## src/rtl/vga_pkg.sv

```systemverilog
// Shared VGA 640x480@60 timing constants and small helpers.
// Sync windows are derived from visible size plus porch widths.
package vga_pkg;

  localparam int CW = 10;

  localparam int H_VIS   = 640;
  localparam int H_FRONT = 16;
  localparam int H_SYNC  = 96;
  localparam int H_BACK  = 48;
  localparam int H_TOT   = H_VIS + H_FRONT + H_SYNC + H_BACK;

  localparam int V_VIS   = 480;
  localparam int V_FRONT = 10;
  localparam int V_SYNC  = 2;
  localparam int V_BACK  = 33;
  localparam int V_TOT   = V_VIS + V_FRONT + V_SYNC + V_BACK;

  localparam int H_SYNC_START = H_VIS + H_FRONT;
  localparam int H_SYNC_END   = H_SYNC_START + H_SYNC - 1;
  localparam int V_SYNC_START = V_VIS + V_FRONT;
  localparam int V_SYNC_END   = V_SYNC_START + V_SYNC - 1;

  typedef logic [CW-1:0] coord_t;

  typedef struct packed {
    logic hsync;
    logic vsync;
    logic video_on;
  } timing_t;

  function automatic logic in_range(
    input coord_t v,
    input int     lo,
    input int     hi
  );
    return (int'(v) >= lo) && (int'(v) <= hi);
  endfunction

endpackage

```

## src/rtl/contador_mod.sv

```systemverilog
// Mod-N counter with enable and terminal-count flag.
// Any value at or above N-1 counts as terminal, so strays wrap to 0.
module contador_mod #(
  parameter int N = 800,
  parameter int W = 10
) (
  input  logic         clk,
  input  logic         rst,
  input  logic         en,
  output logic [W-1:0] q,
  output logic         tc
);

  assign tc = (q >= W'(N - 1));

  always_ff @(posedge clk or posedge rst) begin
    if (rst) begin
      q <= '0;
    end else if (en) begin
      q <= tc ? '0 : q + W'(1);
    end
  end

endmodule

```

## src/rtl/vga_contador.sv

```systemverilog
// VGA raster counter: chained x/y mod counters plus zero-latency
// sync, blanking and end-of-line/frame decode.
module vga_contador
  import vga_pkg::*;
#(
  parameter int H_VISIVEL = H_VIS,
  parameter int H_TOTAL   = H_TOT,
  parameter int V_VISIVEL = V_VIS,
  parameter int V_TOTAL   = V_TOT
) (
  input  logic          clk,
  input  logic          rst,
  input  logic          pixel_en,
  output logic [CW-1:0] x,
  output logic [CW-1:0] y,
  output logic          hsync,
  output logic          vsync,
  output logic          video_on,
  output logic          fim_linha,
  output logic          fim_quadro
);

  localparam int HS_START = H_VISIVEL + H_FRONT;
  localparam int HS_END   = HS_START + H_SYNC - 1;
  localparam int VS_START = V_VISIVEL + V_FRONT;
  localparam int VS_END   = VS_START + V_SYNC - 1;

  logic    x_tc;
  logic    y_tc;
  logic    y_en;
  timing_t dec;

  contador_mod #(
    .N(H_TOTAL),
    .W(CW)
  ) u_x (
    .clk(clk),
    .rst(rst),
    .en (pixel_en),
    .q  (x),
    .tc (x_tc)
  );

  assign y_en = pixel_en & x_tc;

  contador_mod #(
    .N(V_TOTAL),
    .W(CW)
  ) u_y (
    .clk(clk),
    .rst(rst),
    .en (y_en),
    .q  (y),
    .tc (y_tc)
  );

  always_comb begin
    dec          = '0;
    dec.hsync    = ~in_range(x, HS_START, HS_END);
    dec.vsync    = ~in_range(y, VS_START, VS_END);
    dec.video_on = (int'(x) < H_VISIVEL)
                 & (int'(y) < V_VISIVEL);
  end

  assign hsync      = dec.hsync;
  assign vsync      = dec.vsync;
  assign video_on   = dec.video_on;
  assign fim_linha  = y_en;
  assign fim_quadro = y_en & y_tc;

endmodule

```

## config.mk

```make
export PLATFORM = sky130hd
export DESIGN_NAME = vga_contador
export DESIGN_NICKNAME = d
export VERILOG_FILES = /design/src/rtl/vga_pkg.sv /design/src/rtl/contador_mod.sv /design/src/rtl/vga_contador.sv
export SDC_FILE = /design/constraint.sdc
export NUM_CORES = 1
export LEC_CHECK = 0
export BUFFER_PORTS_ARGS = -buffer_cell sky130_fd_sc_hd__buf_4
export CORE_UTILIZATION = 52
export DETAILED_ROUTE_END_ITERATION = 10
export GPL_ROUTABILITY_DRIVEN = 0
export GPL_TIMING_DRIVEN = 1
export PLACE_DENSITY_LB_ADDON = 0.3
export SLEW_MARGIN = 5
export SYNTH_ARGS = -nofsm -noshare
export SYNTH_HDL_FRONTEND = slang
export SYNTH_HIERARCHICAL = 1
export SYNTH_SLANG_ARGS = --single-unit
```

## constraint.sdc

```tcl
create_clock -name clk -period 2.8 [get_ports clk]
set_input_delay 0.28 -clock clk [delete_from_list [all_inputs] [get_ports clk]]
set_output_delay 0.28 -clock clk [all_outputs]
set_load 0.005 [all_outputs]
```

==> impl_results.html, run 1 <==
<table>
<tr><th>Metric</th><th>Value</th></tr>
<tr><th colspan="2">Run status</th></tr>
<tr><td>Status</td><td>completed</td></tr>
<tr><th colspan="2">Logic synthesis</th></tr>
<tr><td>Synth warnings</td><td>6</td></tr>
<tr><td>Post-Syn Area</td><td>1190 um2</td></tr>
<tr><td>Synth Instances</td><td>130</td></tr>
<tr><td>Netlist cell types</td><td>42</td></tr>
<tr><td>Net count after synthesis</td><td>136</td></tr>
<tr><td>Sequential area share after synthesis</td><td>42.1%</td></tr>
<tr><td>Yosys reg bits</td><td>20</td></tr>
<tr><td>Avg Cell Area, Syn</td><td>9.13 um2</td></tr>
<tr><th colspan="2">Global route</th></tr>
<tr><td>Pin count of the biggest net entering global routing</td><td>18</td></tr>
<tr><td>Remaining Overflow, GRT</td><td>0</td></tr>
<tr><td>Number of global-route vias before repair</td><td>926</td></tr>
<tr><td>Wire length of the first global-routing pass</td><td>4380 um</td></tr>
<tr><td>Initial antenna violation count</td><td>0</td></tr>
<tr><td>Total GRT Usage</td><td>23.1%</td></tr>
<tr><th colspan="2">Floorplan</th></tr>
<tr><td>Starting density of the core</td><td>57.6%</td></tr>
<tr><td>Chip Width</td><td>49.8 um</td></tr>
<tr><td>Count of pins on the block boundary</td><td>28</td></tr>
<tr><td>Area of the die</td><td>2480 um2</td></tr>
<tr><td>Overall die height</td><td>49.8 um</td></tr>
<tr><td>Area of the core region</td><td>2060 um2</td></tr>
<tr><td>Standard-cell row count</td><td>16</td></tr>
<tr><th colspan="2">Clock tree</th></tr>
<tr><td>Clock sink count</td><td>20</td></tr>
<tr><td>Root cell of the clock tree</td><td>sky130_fd_sc_hd__clkbuf_4</td></tr>
<tr><td># resized after CTS</td><td>0</td></tr>
<tr><td>CTS tree</td><td>yes</td></tr>
<tr><td>CTS Buf Count</td><td>3</td></tr>
<tr><td>Reg clk slew, reported paths</td><td>0.12 ns</td></tr>
<tr><td>Bufs on Longest Clock Path</td><td>2</td></tr>
<tr><td>H-tree lvl count</td><td>1</td></tr>
<tr><td>Clock latency at the later pin of the worst-skew pair</td><td>0.30 ns</td></tr>
<tr><th colspan="2">Routing</th></tr>
<tr><td>Number of DRC markers in iteration 0</td><td>55</td></tr>
<tr><td>Vias after detailed routing</td><td>1107</td></tr>
<tr><td>Residual antenna-violating net count after detailed routing</td><td>0</td></tr>
<tr><td>DRC violations left</td><td>0</td></tr>
<tr><td>DR pass1 iterations</td><td>4</td></tr>
<tr><td>Via count normalized by instance count</td><td>5.95</td></tr>
<tr><td>Post-detailed-routing wire length</td><td>2660 um</td></tr>
<tr><td>Average detailed-routed wire length per instance</td><td>14.3 um</td></tr>
<tr><th colspan="2">Timing</th></tr>
<tr><td>Tightest slew margin relative to the limit</td><td>71.8%</td></tr>
<tr><td>Period utilization</td><td>86.2%</td></tr>
<tr><td>Hold Fails Final Rpt</td><td>0</td></tr>
<tr><td>Setup-failing EPs final</td><td>0</td></tr>
<tr><td>Worst hold slack</td><td>0.270 ns</td></tr>
<tr><td>Achievable frequency</td><td>414 MHz</td></tr>
<tr><td>Slew at the pin closest to its max-slew limit</td><td>0.423 ns</td></tr>
<tr><td>Crit path time final</td><td>2.41 ns</td></tr>
<tr><td>Unrepaired setup endpoints after global routing</td><td>false</td></tr>
<tr><td>Summed negative setup slack over all endpoints</td><td>0 ns</td></tr>
<tr><td>Final worst clock skew</td><td>0.00782 ns</td></tr>
<tr><td>Max-slew violations</td><td>0</td></tr>
<tr><th colspan="2">Flow run</th></tr>
<tr><td># Max-Cap Violations</td><td>0</td></tr>
<tr><th colspan="2">Critical path</th></tr>
<tr><td>Worst stage delay on the critical path</td><td>0.55 ns</td></tr>
<tr><td>Type of the worst setup path</td><td>reg2reg</td></tr>
<tr><td>Buffers plus inverters on the worst setup path</td><td>0</td></tr>
<tr><td>Cell seen most often among critical-path stages</td><td>sky130_fd_sc_hd__a21oi_2</td></tr>
<tr><td>Setup crit end kind</td><td>register</td></tr>
<tr><td>Crit path max-delay cell type</td><td>sky130_fd_sc_hd__or4_4</td></tr>
<tr><td>Required time at the endpoint of the critical path</td><td>3.05 ns</td></tr>
<tr><td>Sequence of cells on the critical path</td><td>ha_1 -&gt; nand4_2 -&gt; a21oi_2 -&gt; and2_1 -&gt; nand3_1 -&gt; or4_4 -&gt; a21oi_2</td></tr>
<tr><td>Element type at the critical path start</td><td>register</td></tr>
<tr><td>Worst path arrival time</td><td>2.66 ns</td></tr>
<tr><td>CP delay by family, top</td><td>simple AND/OR/NAND/NOR gates</td></tr>
<tr><td>Peak fanout along the critical path</td><td>13</td></tr>
<tr><th colspan="2">Finish</th></tr>
<tr><td>Synthesis-to-finish area growth</td><td>22.4%</td></tr>
<tr><td>Cell area after layout</td><td>1450 um2</td></tr>
<tr><td>Utilization after layout</td><td>70.5%</td></tr>
<tr><td>Total Nets Final</td><td>166</td></tr>
<tr><td>Antenna diodes</td><td>0</td></tr>
<tr><td>Fraction of layout instances using a drive strength above 1</td><td>26.4%</td></tr>
<tr><td>Fill cell instance count of the final layout</td><td>167</td></tr>
<tr><th colspan="2">Placement</th></tr>
<tr><td>Post-DP Area</td><td>1410 um2</td></tr>
<tr><td>I/O Buffers</td><td>27</td></tr>
<tr><td>DPL Wire Length</td><td>1920 um</td></tr>
<tr><th colspan="2">Power and ir drop</th></tr>
<tr><td>LEAKAGE</td><td>0.668 nW</td></tr>
<tr><td>Worst vdd ir</td><td>0.603 mV</td></tr>
<tr><td>Power per cell area</td><td>554 nW/um2</td></tr>
<tr><td>Power, Total</td><td>0.805 mW</td></tr>
<tr><th colspan="2">Hold path</th></tr>
<tr><td>Path class of the lowest-slack min-delay path</td><td>in2reg</td></tr>
</table>
[cell usage after synthesis (all sizes together)]
master / count / area [um2]
dfrtp: 20 / 500
a21oi: 11 / 66.3
nand2: 10 / 40.0
inv: 9 / 33.8
nor3: 8 / 40.0
o21ai: 7 / 35.0
nor2: 6 / 25.0
nand3: 5 / 25.0
o22ai: 5 / 31.3
a22o: 4 / 35.0
and3: 4 / 25.0
nand4: 4 / 31.3
nor2b: 4 / 25.0
and4: 3 / 27.5
clkbuf: 3 / 12.5
ha: 3 / 37.5
or3: 3 / 18.8
a31oi: 2 / 12.5
and2: 2 / 12.5
and2b: 2 / 15.0
or4: 2 / 18.8
a211oi: 1 / 12.5
buf: 1 / 11.3
mux2: 1 / 15.0
mux2i: 1 / 10.0
nand2b: 1 / 6.26
nand3b: 1 / 7.51
nor3b: 1 / 7.51
nor4: 1 / 6.26
nor4bb: 1 / 10.0
o21a: 1 / 7.51
o31ai: 1 / 7.51
xnor2: 1 / 8.76
xor2: 1 / 8.76
[placed cells by master, fill, tap and decap left out, types with 5 or more instances in the layout]
master,synthesis,layout
sky130_fd_sc_hd__buf_4,0,28
sky130_fd_sc_hd__dfrtp_1,20,20
sky130_fd_sc_hd__nand2_1,9,9
sky130_fd_sc_hd__inv_1,9,9
sky130_fd_sc_hd__nor3_1,8,8
sky130_fd_sc_hd__a21oi_1,8,8
sky130_fd_sc_hd__nand3_1,5,5
sky130_fd_sc_hd__o22ai_1,5,5
sky130_fd_sc_hd__nor2_1,5,5
[timing repair]
item	CTS	global route
hold buffers	1	0
endpoints found under the hold margin	20	0
setup buffers	0	0
[report_power, final]
| group | internal (mW) | switching [mW] |
|---|---|---|
| clock network | 0.0793 | 0.0912 |
| registers | 0.333 | 0.0815 |
| logic | 0.126 | 0.0937 |
| total | 0.538 | 0.266 |
[final timing paths]
kind,from,endpoint,slack [ns],cells past startpoint
worst min register to register,u_x/q[1]$_DFFE_PP0P_,u_x/q[1]$_DFFE_PP0P_,0.60,2
worst max-delay path,u_x/q[0]$_DFFE_PP0P_,u_y/q[9]$_DFFE_PP0P_,0.39,7
worst max register to register,u_x/q[0]$_DFFE_PP0P_,u_y/q[9]$_DFFE_PP0P_,0.39,7
worst min-delay path,pixel_en,u_x/q[9]$_DFFE_PP0P_,0.27,2
min in group asynchronous,rst,u_x/q[8]$_DFFE_PP0P_,0.51,3
max in group asynchronous,rst,u_y/q[1]$_DFFE_PP0P_,1.98,3
[final cells by class]
class                      instances  area, um2  area share, %
inverter                           9       33.8           2.32
sequential                        20        500           34.4
tap                               27       33.8           2.32
multi-input combinational         97        629           43.3
timing repair buffer              29        220           15.1
clock buffer                       4       36.3           2.50
[layer usage]
| metal | share of wire [%] | global-route usage (%) | up-vias |
|---|---|---|---|
| li1 | - | - | 536 |
| met1 | 47 | 34.1 | 518 |
| met2 | 46 | 34.9 | 51 |
| met3 | 6.3 | 3.09 | 2 |
| met4 | 0.53 | 7.14 | 0 |
| met5 | 0 | 0 | - |
[metrics by stage]
| stage | cells | setup slack (ns) |
|---|---|---|
| finish | 186 | 0.387 |
| global route | 186 | 0.200 |
| CTS | 186 | 0.406 |
| detailed placement | 181 | 0.421 |
| global placement | 181 | 0.556 |
| floorplan | 130 | 0.636 |
[cells by family (layout without fill, tap and decap cells)]
| family | after synthesis | after routing | share of synthesized area [%] |
|---|---|---|---|
| simple gates | 58 | 58 | 28.8 |
| compound gates | 32 | 32 | 17.5 |
| flops | 20 | 20 | 42.1 |
| buf+inv | 13 | 42 | 4.85 |
| fa+ha+maj | 3 | 3 | 3.16 |
| xor+xnor | 2 | 2 | 1.48 |
| mux | 2 | 2 | 2.11 |
[worst reg2reg max path: cells and delay by family (launching register included)]
kind,cells,cell delay (ns)
and+or+nand+nor,4,1.31
DFF,1,0.47
AOI/OAI and AO/OA,2,0.30
adders and majority gates,1,0.27
[state kept, by name, summed over array words and instances, names as in the netlist]
signal and count:
u_y/q 10, u_x/q 10
(Power assumes the default switching activity.)
==> run 2, diff against run 1 <==
Settings changed: SETUP_SLACK_MARGIN from default to 0.15, SYNTH_HIERARCHICAL 1 to default.
==> run 2 against run 1 <==
Die area down 1.3%. Register-to-register slack better by 0.53 ns. Flip-flop and latch count unchanged. Clock skew up 0.0052 ns. Critical path type is now reg2out. Highest routed layer unchanged.
==> impl_results.html, run 2 <==
<table>
<tr><th>Metric</th><th>Value</th></tr>
<tr><th colspan="2">Logic synthesis</th></tr>
<tr><td>Yosys top cell area share</td><td>42.7% (+0.59 points)</td></tr>
<tr><td>Top cells by count, synth</td><td>20 x sky130_fd_sc_hd__dfrtp_1, 11 x sky130_fd_sc_hd__nand3_1, 9 x sky130_fd_sc_hd__nor2_1, 9 x sky130_fd_sc_hd__o21ai_0, 8 x sky130_fd_sc_hd__inv_1</td></tr>
<tr><td>Sequential area share after synthesis</td><td>42.7% (+0.59 points)</td></tr>
<tr><td>Dominant combinational cell family by area after synthesis</td><td>simple AND/OR/NAND/NOR gates</td></tr>
<tr><td>Post-synthesis mux area share</td><td>2.67% (+0.56 points)</td></tr>
<tr><td>Cell taking the most area after synthesis</td><td>sky130_fd_sc_hd__dfrtp_1</td></tr>
<tr><td>Number of synthesized flops with an enable pin</td><td>0 (unchanged)</td></tr>
<tr><td>Cell with the most instances after synthesis</td><td>sky130_fd_sc_hd__dfrtp_1</td></tr>
<tr><td>Xor-xnor portion of the synthesized cell area</td><td>2.24% (+0.77 points)</td></tr>
<tr><td>Adder-cell share of the synthesized area</td><td>4.27% (+1.1 points)</td></tr>
<tr><td>Ys async rst share</td><td>100% (unchanged)</td></tr>
<tr><td>Yosys reg bits</td><td>20 (unchanged)</td></tr>
<tr><td>Synth warnings</td><td>0 (-6)</td></tr>
<tr><td>Netlist cell types</td><td>37 (-12%)</td></tr>
<tr><td>Avg Cell Area, Syn</td><td>9.44 um2 (+3.4%)</td></tr>
<tr><td>Share of synthesized cell area in and, or, nand and nor gates</td><td>24.7% (-4.1 points)</td></tr>
<tr><td>Net count after synthesis</td><td>131 (-3.7%)</td></tr>
<tr><td>Post-Syn Area</td><td>1170 um2 (-1.4%)</td></tr>
<tr><td>Synth Instances</td><td>124 (-4.6%)</td></tr>
<tr><td>Synthesized-area fraction occupied by ao, oa, aoi and oai cells</td><td>19.2% (+1.7 points)</td></tr>
<tr><td>Main synth FF type</td><td>sky130_fd_sc_hd__dfrtp_1</td></tr>
<tr><td>Leading cell types by total area after synthesis</td><td>sky130_fd_sc_hd__dfrtp_1 43%, sky130_fd_sc_hd__a22o_1 5.2%, sky130_fd_sc_hd__nand3_1 4.7%, sky130_fd_sc_hd__ha_1 4.3%, sky130_fd_sc_hd__o21ai_0 3.8%</td></tr>
<tr><th colspan="2">Global route</th></tr>
<tr><td>Pin count of the biggest net entering global routing</td><td>21 (+3)</td></tr>
<tr><td>Initial antenna violation count</td><td>0 (unchanged)</td></tr>
<tr><td>Wire length of the first global-routing pass</td><td>4570 um (+4.4%)</td></tr>
<tr><td>Number of global-route vias before repair</td><td>969 (+4.6%)</td></tr>
<tr><td>Total GRT Usage</td><td>24.6% (+1.5 points)</td></tr>
<tr><td>Remaining Overflow, GRT</td><td>0 (unchanged)</td></tr>
<tr><th colspan="2">Clock tree</th></tr>
<tr><td>Clock latency at the later pin of the worst-skew pair</td><td>0.31 ns (about the same)</td></tr>
<tr><td>Clock sink count</td><td>20 (unchanged)</td></tr>
<tr><td>Bufs on Longest Clock Path</td><td>2 (unchanged)</td></tr>
<tr><td># resized after CTS</td><td>0 (unchanged)</td></tr>
<tr><td>CTS Buf Count</td><td>3 (unchanged)</td></tr>
<tr><td>H-tree lvl count</td><td>1 (unchanged)</td></tr>
<tr><td>Postcts setup bufs</td><td>0 (unchanged)</td></tr>
<tr><td>CTS tree</td><td>yes</td></tr>
<tr><td>Number of hold-repair buffers added at the cts stage</td><td>0 (-1)</td></tr>
<tr><td>Reg clk slew, reported paths</td><td>0.13 ns (about the same)</td></tr>
<tr><td>Root cell of the clock tree</td><td>sky130_fd_sc_hd__clkbuf_4</td></tr>
<tr><th colspan="2">Timing</th></tr>
<tr><td>Hold Fails Final Rpt</td><td>0 (unchanged)</td></tr>
<tr><td>Final worst clock skew</td><td>0.0130 ns (+0.00522 ns)</td></tr>
<tr><td>Tightest slew margin relative to the limit</td><td>48.5% (-23 points)</td></tr>
<tr><td>Period utilization</td><td>81.0% (-5.1 points)</td></tr>
<tr><td>Smallest setup slack after layout</td><td>0.531 ns (+0.143 ns)</td></tr>
<tr><td>Max-slew violations</td><td>0 (unchanged)</td></tr>
<tr><td>Unrepaired setup endpoints after global routing</td><td>false</td></tr>
<tr><td>Achievable frequency</td><td>441 MHz (+6.3%)</td></tr>
<tr><td>Summed negative setup slack over all endpoints</td><td>0 ns (unchanged)</td></tr>
<tr><td>Crit path time final</td><td>2.27 ns (-0.143 ns)</td></tr>
<tr><td>Setup-failing EPs final</td><td>0 (unchanged)</td></tr>
<tr><td>Slew at the pin closest to its max-slew limit</td><td>0.771 ns (+0.348 ns)</td></tr>
<tr><th colspan="2">Flow run</th></tr>
<tr><td># Max-Cap Violations</td><td>0 (unchanged)</td></tr>
<tr><th colspan="2">Floorplan</th></tr>
<tr><td>Standard-cell row count</td><td>16 (unchanged)</td></tr>
<tr><td>Count of pins on the block boundary</td><td>28 (unchanged)</td></tr>
<tr><td>Area of the die</td><td>2450 um2 (-1.3%)</td></tr>
<tr><td>Chip Width</td><td>49.5 um (-0.66%)</td></tr>
<tr><td>Starting density of the core</td><td>57.4% (-0.23 points)</td></tr>
<tr><td>Overall die height</td><td>49.5 um (-0.66%)</td></tr>
<tr><td>Area of the core region</td><td>2040 um2 (-0.97%)</td></tr>
<tr><th colspan="2">Critical path</th></tr>
<tr><td>Peak fanout along the critical path</td><td>15 (+2)</td></tr>
<tr><td>Type of the worst setup path</td><td>reg2out</td></tr>
<tr><td>Required time at the endpoint of the critical path</td><td>2.52 ns (-0.53 ns)</td></tr>
<tr><td>Setup crit end kind</td><td>primary output</td></tr>
<tr><td>Element type at the critical path start</td><td>register</td></tr>
<tr><td>Worst path arrival time</td><td>1.99 ns (-0.67 ns)</td></tr>
<tr><th colspan="2">Finish</th></tr>
<tr><td>Area taken by flip-flops and latches</td><td>500 um2 (unchanged)</td></tr>
<tr><td>Total area of multi-input combinational cells</td><td>622 um2 (-1.2%)</td></tr>
<tr><td>Top library cells by usage in the layout, fill and taps aside</td><td>27 x sky130_fd_sc_hd__buf_4, 20 x sky130_fd_sc_hd__dfrtp_1, 11 x sky130_fd_sc_hd__nand3_1, 9 x sky130_fd_sc_hd__nor2_1, 9 x sky130_fd_sc_hd__o21ai_0</td></tr>
<tr><td>Fraction of layout instances using a drive strength above 1</td><td>26.1% (-0.27 points)</td></tr>
<tr><td>Leading cell type in the layout, fill and taps excluded</td><td>sky130_fd_sc_hd__buf_4</td></tr>
<tr><td>Fill cell instance count of the final layout</td><td>170 (+1.8%)</td></tr>
<tr><td>Synthesis-to-finish area growth</td><td>23.4%</td></tr>
<tr><td>Registers with the most flip-flops</td><td>u_x.q: 10 flops, u_y.q: 10 flops</td></tr>
<tr><td>Antenna diodes</td><td>0 (unchanged)</td></tr>
<tr><td>Total Nets Final</td><td>161 (-3.0%)</td></tr>
<tr><th colspan="2">Power and ir drop</th></tr>
<tr><td>Power, Total</td><td>0.793 mW (-1.5%)</td></tr>
<tr><td>Worst vdd ir</td><td>0.485 mV (-20%)</td></tr>
<tr><td>LEAKAGE</td><td>0.677 nW (+1.3%)</td></tr>
<tr><td>Power per cell area</td><td>548 nW/um2 (-0.93%)</td></tr>
<tr><th colspan="2">Run status</th></tr>
<tr><td>Status</td><td>completed</td></tr>
<tr><th colspan="2">Routing</th></tr>
<tr><td>Number of DRC markers in iteration 0</td><td>44 (-20%)</td></tr>
<tr><td>Average detailed-routed wire length per instance</td><td>15.3 um (+6.6%)</td></tr>
<tr><td>Post-detailed-routing wire length</td><td>2750 um (+3.1%)</td></tr>
<tr><td>Vias after detailed routing</td><td>1089 (-1.6%)</td></tr>
<tr><td>Via count normalized by instance count</td><td>6.05 (+1.7%)</td></tr>
<tr><td>DR pass1 iterations</td><td>4 (unchanged)</td></tr>
<tr><td>DRC violations left</td><td>0 (unchanged)</td></tr>
<tr><td>Residual antenna-violating net count after detailed routing</td><td>0 (unchanged)</td></tr>
<tr><th colspan="2">Hold path</th></tr>
<tr><td>Path class of the lowest-slack min-delay path</td><td>in2async</td></tr>
<tr><th colspan="2">Placement</th></tr>
<tr><td>I/O Buffers</td><td>27 (unchanged)</td></tr>
<tr><td>DPL Wire Length</td><td>1910 um (-0.69%)</td></tr>
<tr><td>Worst slack, placed</td><td>0.913 ns (+0.492 ns)</td></tr>
</table>
[run 2: changes by cell type after synthesis, sizes merged, moves of 4 or more]
cell,before,now
a21oi,11,1
nand3,5,11
o21ai,7,12
o22ai,5,0
nor2,6,10
[run 2: cell families after synthesis]
group	after synthesis
buffers and inverters	11
multiplexers	3
flip-flops	20
adder cells (fa/ha/maj)	4
XOR/XNOR	3
AO/OA/AOI/OAI	29
AND/OR/NAND/NOR	54
[run 2: path summary, 6_finish.rpt]
path                                           start                   end  slack [ns]  cells past startpoint
worst max-delay path            u_x.q[0]$_DFFE_PP0P_            fim_quadro        0.53                      6
worst min-delay path                             rst  u_x.q[0]$_DFFE_PP0P_        0.09                      2
worst max register to register  u_x.q[1]$_DFFE_PP0P_  u_y.q[3]$_DFFE_PP0P_        0.92                      6
worst min register to register  u_x.q[2]$_DFFE_PP0P_  u_x.q[2]$_DFFE_PP0P_        0.60                      1
max in group asynchronous                        rst  u_y.q[6]$_DFFE_PP0P_        2.22                      2
min in group clk                            pixel_en  u_x.q[1]$_DFFE_PP0P_        0.24                      2
[run 2: report_power, final]
part	total [mW]	internal [mW]	switching [mW]	leakage [nW]
Clock	0.241	0.145	0.0964	0.0279
Combinational	0.168	0.0901	0.0783	0.385
Sequential	0.383	0.325	0.0584	0.264
Total	0.793	0.560	0.233	0.677
[run 2: final cells by class]
type | instances | share of cell area (%)
clock buffers | 3 | 1.56
clock inverters | 1 | 2.08
inverters | 9 | 2.34
multi-input cells | 93 | 43.0
flip-flops and latches | 20 | 34.6
well taps | 27 | 2.34
repair buffers | 27 | 14.0
[run 2: critical path, cell delays in order (launching register included)]
cell and delay, ns:
sky130_fd_sc_hd__dfrtp_1 0.43, sky130_fd_sc_hd__ha_1 0.26, sky130_fd_sc_hd__and4_1 0.28, sky130_fd_sc_hd__o21ai_4 0.24, sky130_fd_sc_hd__inv_2 0.17, sky130_fd_sc_hd__and2_1 0.17
sky130_fd_sc_hd__buf_4 0.13
[run 2: per-layer routing]
metal,vias up,global-route usage (%),share of wire [%]
li1,508,-,-
met1,534,35.0,45
met2,41,38.8,47
met3,6,2.78,5.4
met4,0,8.57,1.6
met5,-,0,0
[run 2: per-stage QoR]
step                      instance area, um2  instances  util (%)  hold slack (ns)
after floorplan                         1170        124         -            0.244
after global placement                  1390        176      68.2            0.465
after detailed placement                1390        176      68.2            0.470
after CTS                               1450        180      70.8            0.117
after global routing                    1450        180      70.8            0.165
final                                   1450        180      70.8           0.0888
==> run 3, diff against run 2 <==
Settings changed: ABC_AREA from default to 1, CORE_UTILIZATION 52 to 53.
Clock period 2.8 ns to 2.2 ns, I/O delays scaled along.
==> run 3 against run 2 <==
Non-clock buffer count rose by 3. Routed wire length rose by 6.4%. Area after synthesis rose by 10%. Clock power fell by 7%. Design area rose by 8.3%. Via count rose by 18%. Critical path depth rose by 2. Register-to-register slack got worse by 0.36 ns. Synthesized cell count rose by 48%. Sequential share of layout area fell by 2.7 points. Flip-flop and latch count did not move. Sequential power rose by 35%. Critical path type unchanged. Largest cell class unchanged. Highest routed layer unchanged.
==> impl_results.html, run 3 <==
<table>
<tr><th>Metric</th><th>Value</th></tr>
<tr><th colspan="2">Timing</th></tr>
<tr><td>Unrepaired setup endpoints after global routing</td><td>false</td></tr>
<tr><td>Setup-failing EPs final</td><td>0 (unchanged)</td></tr>
<tr><td>Crit path time final</td><td>1.96 ns</td></tr>
<tr><td>Summed negative setup slack over all endpoints</td><td>0 ns (unchanged)</td></tr>
<tr><td>Max-slew violations</td><td>0 (unchanged)</td></tr>
<tr><td>Tightest slew margin relative to the limit</td><td>49.9% (+1.4 points)</td></tr>
<tr><td>Hold Fails Final Rpt</td><td>0 (unchanged)</td></tr>
<tr><td>Final worst clock skew</td><td>0.00115 ns (-0.0119 ns)</td></tr>
<tr><td>Slew at the pin closest to its max-slew limit</td><td>0.751 ns (-0.0205 ns)</td></tr>
<tr><td>Period utilization</td><td>89.0%</td></tr>
<tr><td>Achievable frequency</td><td>511 MHz</td></tr>
<tr><th colspan="2">Critical path</th></tr>
<tr><td>Setup crit end kind</td><td>primary output</td></tr>
<tr><td>Peak fanout along the critical path</td><td>10 (-5)</td></tr>
<tr><td>Worst path arrival time</td><td>1.74 ns (-0.25 ns)</td></tr>
<tr><td>Required time at the endpoint of the critical path</td><td>1.98 ns (-0.54 ns)</td></tr>
<tr><td>Element type at the critical path start</td><td>register</td></tr>
<tr><td>Type of the worst setup path</td><td>reg2out</td></tr>
<tr><th colspan="2">Finish</th></tr>
<tr><td>Top library cells by usage in the layout, fill and taps aside</td><td>59 x sky130_fd_sc_hd__nand2_1, 30 x sky130_fd_sc_hd__buf_4, 28 x sky130_fd_sc_hd__inv_1, 20 x sky130_fd_sc_hd__dfrtp_1, 16 x sky130_fd_sc_hd__nand3_1</td></tr>
<tr><td>Leading cell type in the layout, fill and taps excluded</td><td>sky130_fd_sc_hd__nand2_1</td></tr>
<tr><td>Fill cell instance count of the final layout</td><td>186 (+9.4%)</td></tr>
<tr><td>Utilization after layout</td><td>69.4% (-1.3 points)</td></tr>
<tr><td>Antenna diodes</td><td>0 (unchanged)</td></tr>
<tr><td>Registers with the most flip-flops</td><td>u_x.q: 10 flops, u_y.q: 10 flops</td></tr>
<tr><td>Final cell count without fillers</td><td>243 (+35%)</td></tr>
<tr><td>Synthesis-to-finish area growth</td><td>21.1%</td></tr>
<tr><td>Total area of multi-input combinational cells</td><td>653 um2 (+5.0%)</td></tr>
<tr><td>Total Nets Final</td><td>223 (+39%)</td></tr>
<tr><td>Area taken by flip-flops and latches</td><td>500 um2 (unchanged)</td></tr>
<tr><td>Fraction of layout instances using a drive strength above 1</td><td>19.1% (-7.1 points)</td></tr>
<tr><th colspan="2">Clock tree</th></tr>
<tr><td>Clock sink count</td><td>20 (unchanged)</td></tr>
<tr><td>Root cell of the clock tree</td><td>sky130_fd_sc_hd__clkbuf_4</td></tr>
<tr><td>Number of hold-repair buffers added at the cts stage</td><td>0 (unchanged)</td></tr>
<tr><td>Reg clk slew, reported paths</td><td>0.12 ns (about the same)</td></tr>
<tr><td>CTS Buf Count</td><td>3 (unchanged)</td></tr>
<tr><td>CTS tree</td><td>yes</td></tr>
<tr><td>Clock latency at the later pin of the worst-skew pair</td><td>0.31 ns (about the same)</td></tr>
<tr><td>H-tree lvl count</td><td>1 (unchanged)</td></tr>
<tr><td>Bufs on Longest Clock Path</td><td>2 (unchanged)</td></tr>
<tr><th colspan="2">Global route</th></tr>
<tr><td>Wire length of the first global-routing pass</td><td>4610 um (+0.77%)</td></tr>
<tr><td>Initial antenna violation count</td><td>0 (unchanged)</td></tr>
<tr><td>Pin count of the biggest net entering global routing</td><td>21 (unchanged)</td></tr>
<tr><td>Total GRT Usage</td><td>23.4% (-1.2 points)</td></tr>
<tr><td>Remaining Overflow, GRT</td><td>0 (unchanged)</td></tr>
<tr><td>Number of global-route vias before repair</td><td>1056 (+9.0%)</td></tr>
<tr><th colspan="2">Routing</th></tr>
<tr><td>DR pass1 iterations</td><td>4 (unchanged)</td></tr>
<tr><td>Number of DRC markers in iteration 0</td><td>27 (-39%)</td></tr>
<tr><td>Via count normalized by instance count</td><td>5.30 (-12%)</td></tr>
<tr><td>Post-detailed-routing wire length</td><td>2920 um (+6.4%)</td></tr>
<tr><td>Vias after detailed routing</td><td>1289 (+18%)</td></tr>
<tr><td>Residual antenna-violating net count after detailed routing</td><td>0 (unchanged)</td></tr>
<tr><td>Average detailed-routed wire length per instance</td><td>12.0 um (-21%)</td></tr>
<tr><td>DRC violations left</td><td>0 (unchanged)</td></tr>
<tr><th colspan="2">Placement</th></tr>
<tr><td>I/O Buffers</td><td>27 (unchanged)</td></tr>
<tr><td>Cells after DPL</td><td>236 (+34%)</td></tr>
<tr><td>DPL Wire Length</td><td>2090 um (+9.8%)</td></tr>
<tr><th colspan="2">Floorplan</th></tr>
<tr><td>Area of the die</td><td>2640 um2 (+7.9%)</td></tr>
<tr><td>Starting density of the core</td><td>57.3% (about the same)</td></tr>
<tr><td>Area of the core region</td><td>2250 um2 (+10%)</td></tr>
<tr><td>Count of pins on the block boundary</td><td>28 (unchanged)</td></tr>
<tr><td>Chip Width</td><td>51.4 um (+3.9%)</td></tr>
<tr><td>Overall die height</td><td>51.4 um (+3.9%)</td></tr>
<tr><td>Standard-cell row count</td><td>17 (+1)</td></tr>
<tr><th colspan="2">Logic synthesis</th></tr>
<tr><td>Cell taking the most area after synthesis</td><td>sky130_fd_sc_hd__dfrtp_1</td></tr>
<tr><td>Main synth FF type</td><td>sky130_fd_sc_hd__dfrtp_1</td></tr>
<tr><td>Synth warnings</td><td>0 (unchanged)</td></tr>
<tr><td>Top cells by count, synth</td><td>59 x sky130_fd_sc_hd__nand2_1, 28 x sky130_fd_sc_hd__inv_1, 20 x sky130_fd_sc_hd__dfrtp_1, 16 x sky130_fd_sc_hd__nand3_1, 15 x sky130_fd_sc_hd__nor2_1</td></tr>
<tr><td>Netlist cell types</td><td>24 (-35%)</td></tr>
<tr><td>Number of synthesized flops with an enable pin</td><td>0 (unchanged)</td></tr>
<tr><td>Leading cell types by total area after synthesis</td><td>sky130_fd_sc_hd__dfrtp_1 39%, sky130_fd_sc_hd__nand2_1 17%, sky130_fd_sc_hd__inv_1 8.1%, sky130_fd_sc_hd__nand3_1 6.2%, sky130_fd_sc_hd__nor2_1 4.4%</td></tr>
<tr><td>Sequential area share after synthesis</td><td>38.7% (-4.0 points)</td></tr>
<tr><td>Avg Cell Area, Syn</td><td>7.02 um2 (-26%)</td></tr>
<tr><td>Post-Syn Area</td><td>1290 um2 (+10%)</td></tr>
<tr><td>Yosys reg bits</td><td>20 (unchanged)</td></tr>
<tr><td>Net count after synthesis</td><td>191 (+46%)</td></tr>
<tr><td>Yosys top cell area share</td><td>38.7% (-4.0 points)</td></tr>
<tr><td>Cell with the most instances after synthesis</td><td>sky130_fd_sc_hd__nand2_1</td></tr>
<tr><td>Ys async rst share</td><td>100% (unchanged)</td></tr>
<tr><td>Synth Instances</td><td>184 (+48%)</td></tr>
<tr><th colspan="2">Power and ir drop</th></tr>
<tr><td>Power, Total</td><td>1.05 mW (+32%)</td></tr>
<tr><td>LEAKAGE</td><td>0.875 nW (+29%)</td></tr>
<tr><td>Worst vdd ir</td><td>0.702 mV (+45%)</td></tr>
<tr><td>Power per cell area</td><td>668 nW/um2 (+22%)</td></tr>
<tr><th colspan="2">Flow run</th></tr>
<tr><td># Max-Cap Violations</td><td>0 (unchanged)</td></tr>
<tr><th colspan="2">Run status</th></tr>
<tr><td>Status</td><td>completed</td></tr>
<tr><th colspan="2">Hold path</th></tr>
<tr><td>Path class of the lowest-slack min-delay path</td><td>in2async</td></tr>
</table>
run 3: changes by cell type after synthesis, moves of 3 or more:
cell,delta
sky130_fd_sc_hd__nand2_1,+52
sky130_fd_sc_hd__inv_1,+20
sky130_fd_sc_hd__a22o_1,-7
sky130_fd_sc_hd__and3_1,-6
sky130_fd_sc_hd__nor2_1,+6
sky130_fd_sc_hd__nand3_1,+5
sky130_fd_sc_hd__nand4_1,+5
sky130_fd_sc_hd__a21boi_0,-3
sky130_fd_sc_hd__nand3b_1,+3
sky130_fd_sc_hd__nor2b_1,-3
run 3: metrics by stage:
| stage | instance area (um2) | hold slack (ns) | worst slack [ns] |
|---|---|---|---|
| floorplan | 1290 | 0.184 | 0.730 |
| global placement | 1510 | 0.405 | 0.630 |
| CTS | 1540 | 0.0625 | 0.201 |
| detailed placement | 1510 | 0.406 | 0.566 |
| finish | 1570 | 0.0281 | 0.241 |
| global route | 1570 | 0.106 | 0.146 |
run 3: path summary, 6_finish.rpt:
path	from	end	slack [ns]	cells after the start
worst max-delay path	u_x.q[0]$_DFFE_PP0P_	fim_quadro	0.24	8
worst min-delay path	rst	u_x.q[1]$_DFFE_PP0P_	0.03	2
worst max register to register	u_x.q[0]$_DFFE_PP0P_	u_y.q[9]$_DFFE_PP0P_	0.56	10
worst min register to register	u_y.q[7]$_DFFE_PP0P_	u_y.q[7]$_DFFE_PP0P_	0.56	2
max in group asynchronous	rst	u_x.q[9]$_DFFE_PP0P_	1.70	2
min in group clk	pixel_en	u_x.q[0]$_DFFE_PP0P_	0.21	2
run 3: kinds of logic after synthesis:
group           synth area share [%]
xor+xnor                        2.71
fa+ha+maj                       3.87
flops                           38.7
buf+inv                         10.7
simple gates                    38.9
compound gates                  5.03
run 3: layout make-up:
cell class / count / area share, %
timing repair buffer: 30 / 14.4
clock buffer: 4 / 2.32
multi-input combinational: 131 / 41.7
inverter: 30 / 7.35
tap: 28 / 2.24
sequential: 20 / 32.0
run 3: timing repair:
item	4_1_cts	5_1_grt
gates resized for setup	0	0
endpoints found under the setup margin	0	2
setup buffers	0	3
run 3: critical path: stages (launching register included):
cell and delay, ns:
sky130_fd_sc_hd__dfrtp_1 0.46, sky130_fd_sc_hd__ha_1 0.21, sky130_fd_sc_hd__nand2_1 0.08, sky130_fd_sc_hd__inv_1 0.08, sky130_fd_sc_hd__nand2_1 0.06, sky130_fd_sc_hd__nand2_2 0.09
sky130_fd_sc_hd__nand3_4 0.15, sky130_fd_sc_hd__nor2_2 0.17, sky130_fd_sc_hd__buf_4 0.12
run 3: power by group:
part           total, mW  switching, mW  internal, mW
registers          0.516         0.0898         0.427
logic              0.306          0.162         0.144
clock network      0.224          0.123         0.101
total               1.05          0.374         0.671
run 3: routing by layer:
layer | share of wire [%] | vias to the layer above | GRT usage [%] | wire (um)
li1 | - | 640 | - | -
met1 | 46 | 594 | 33.3 | 1350
met2 | 47 | 50 | 35.9 | 1370
met3 | 5.4 | 5 | 2.98 | 158
met4 | 1.3 | 0 | 9.01 | 39
met5 | 0 | - | 0 | 0
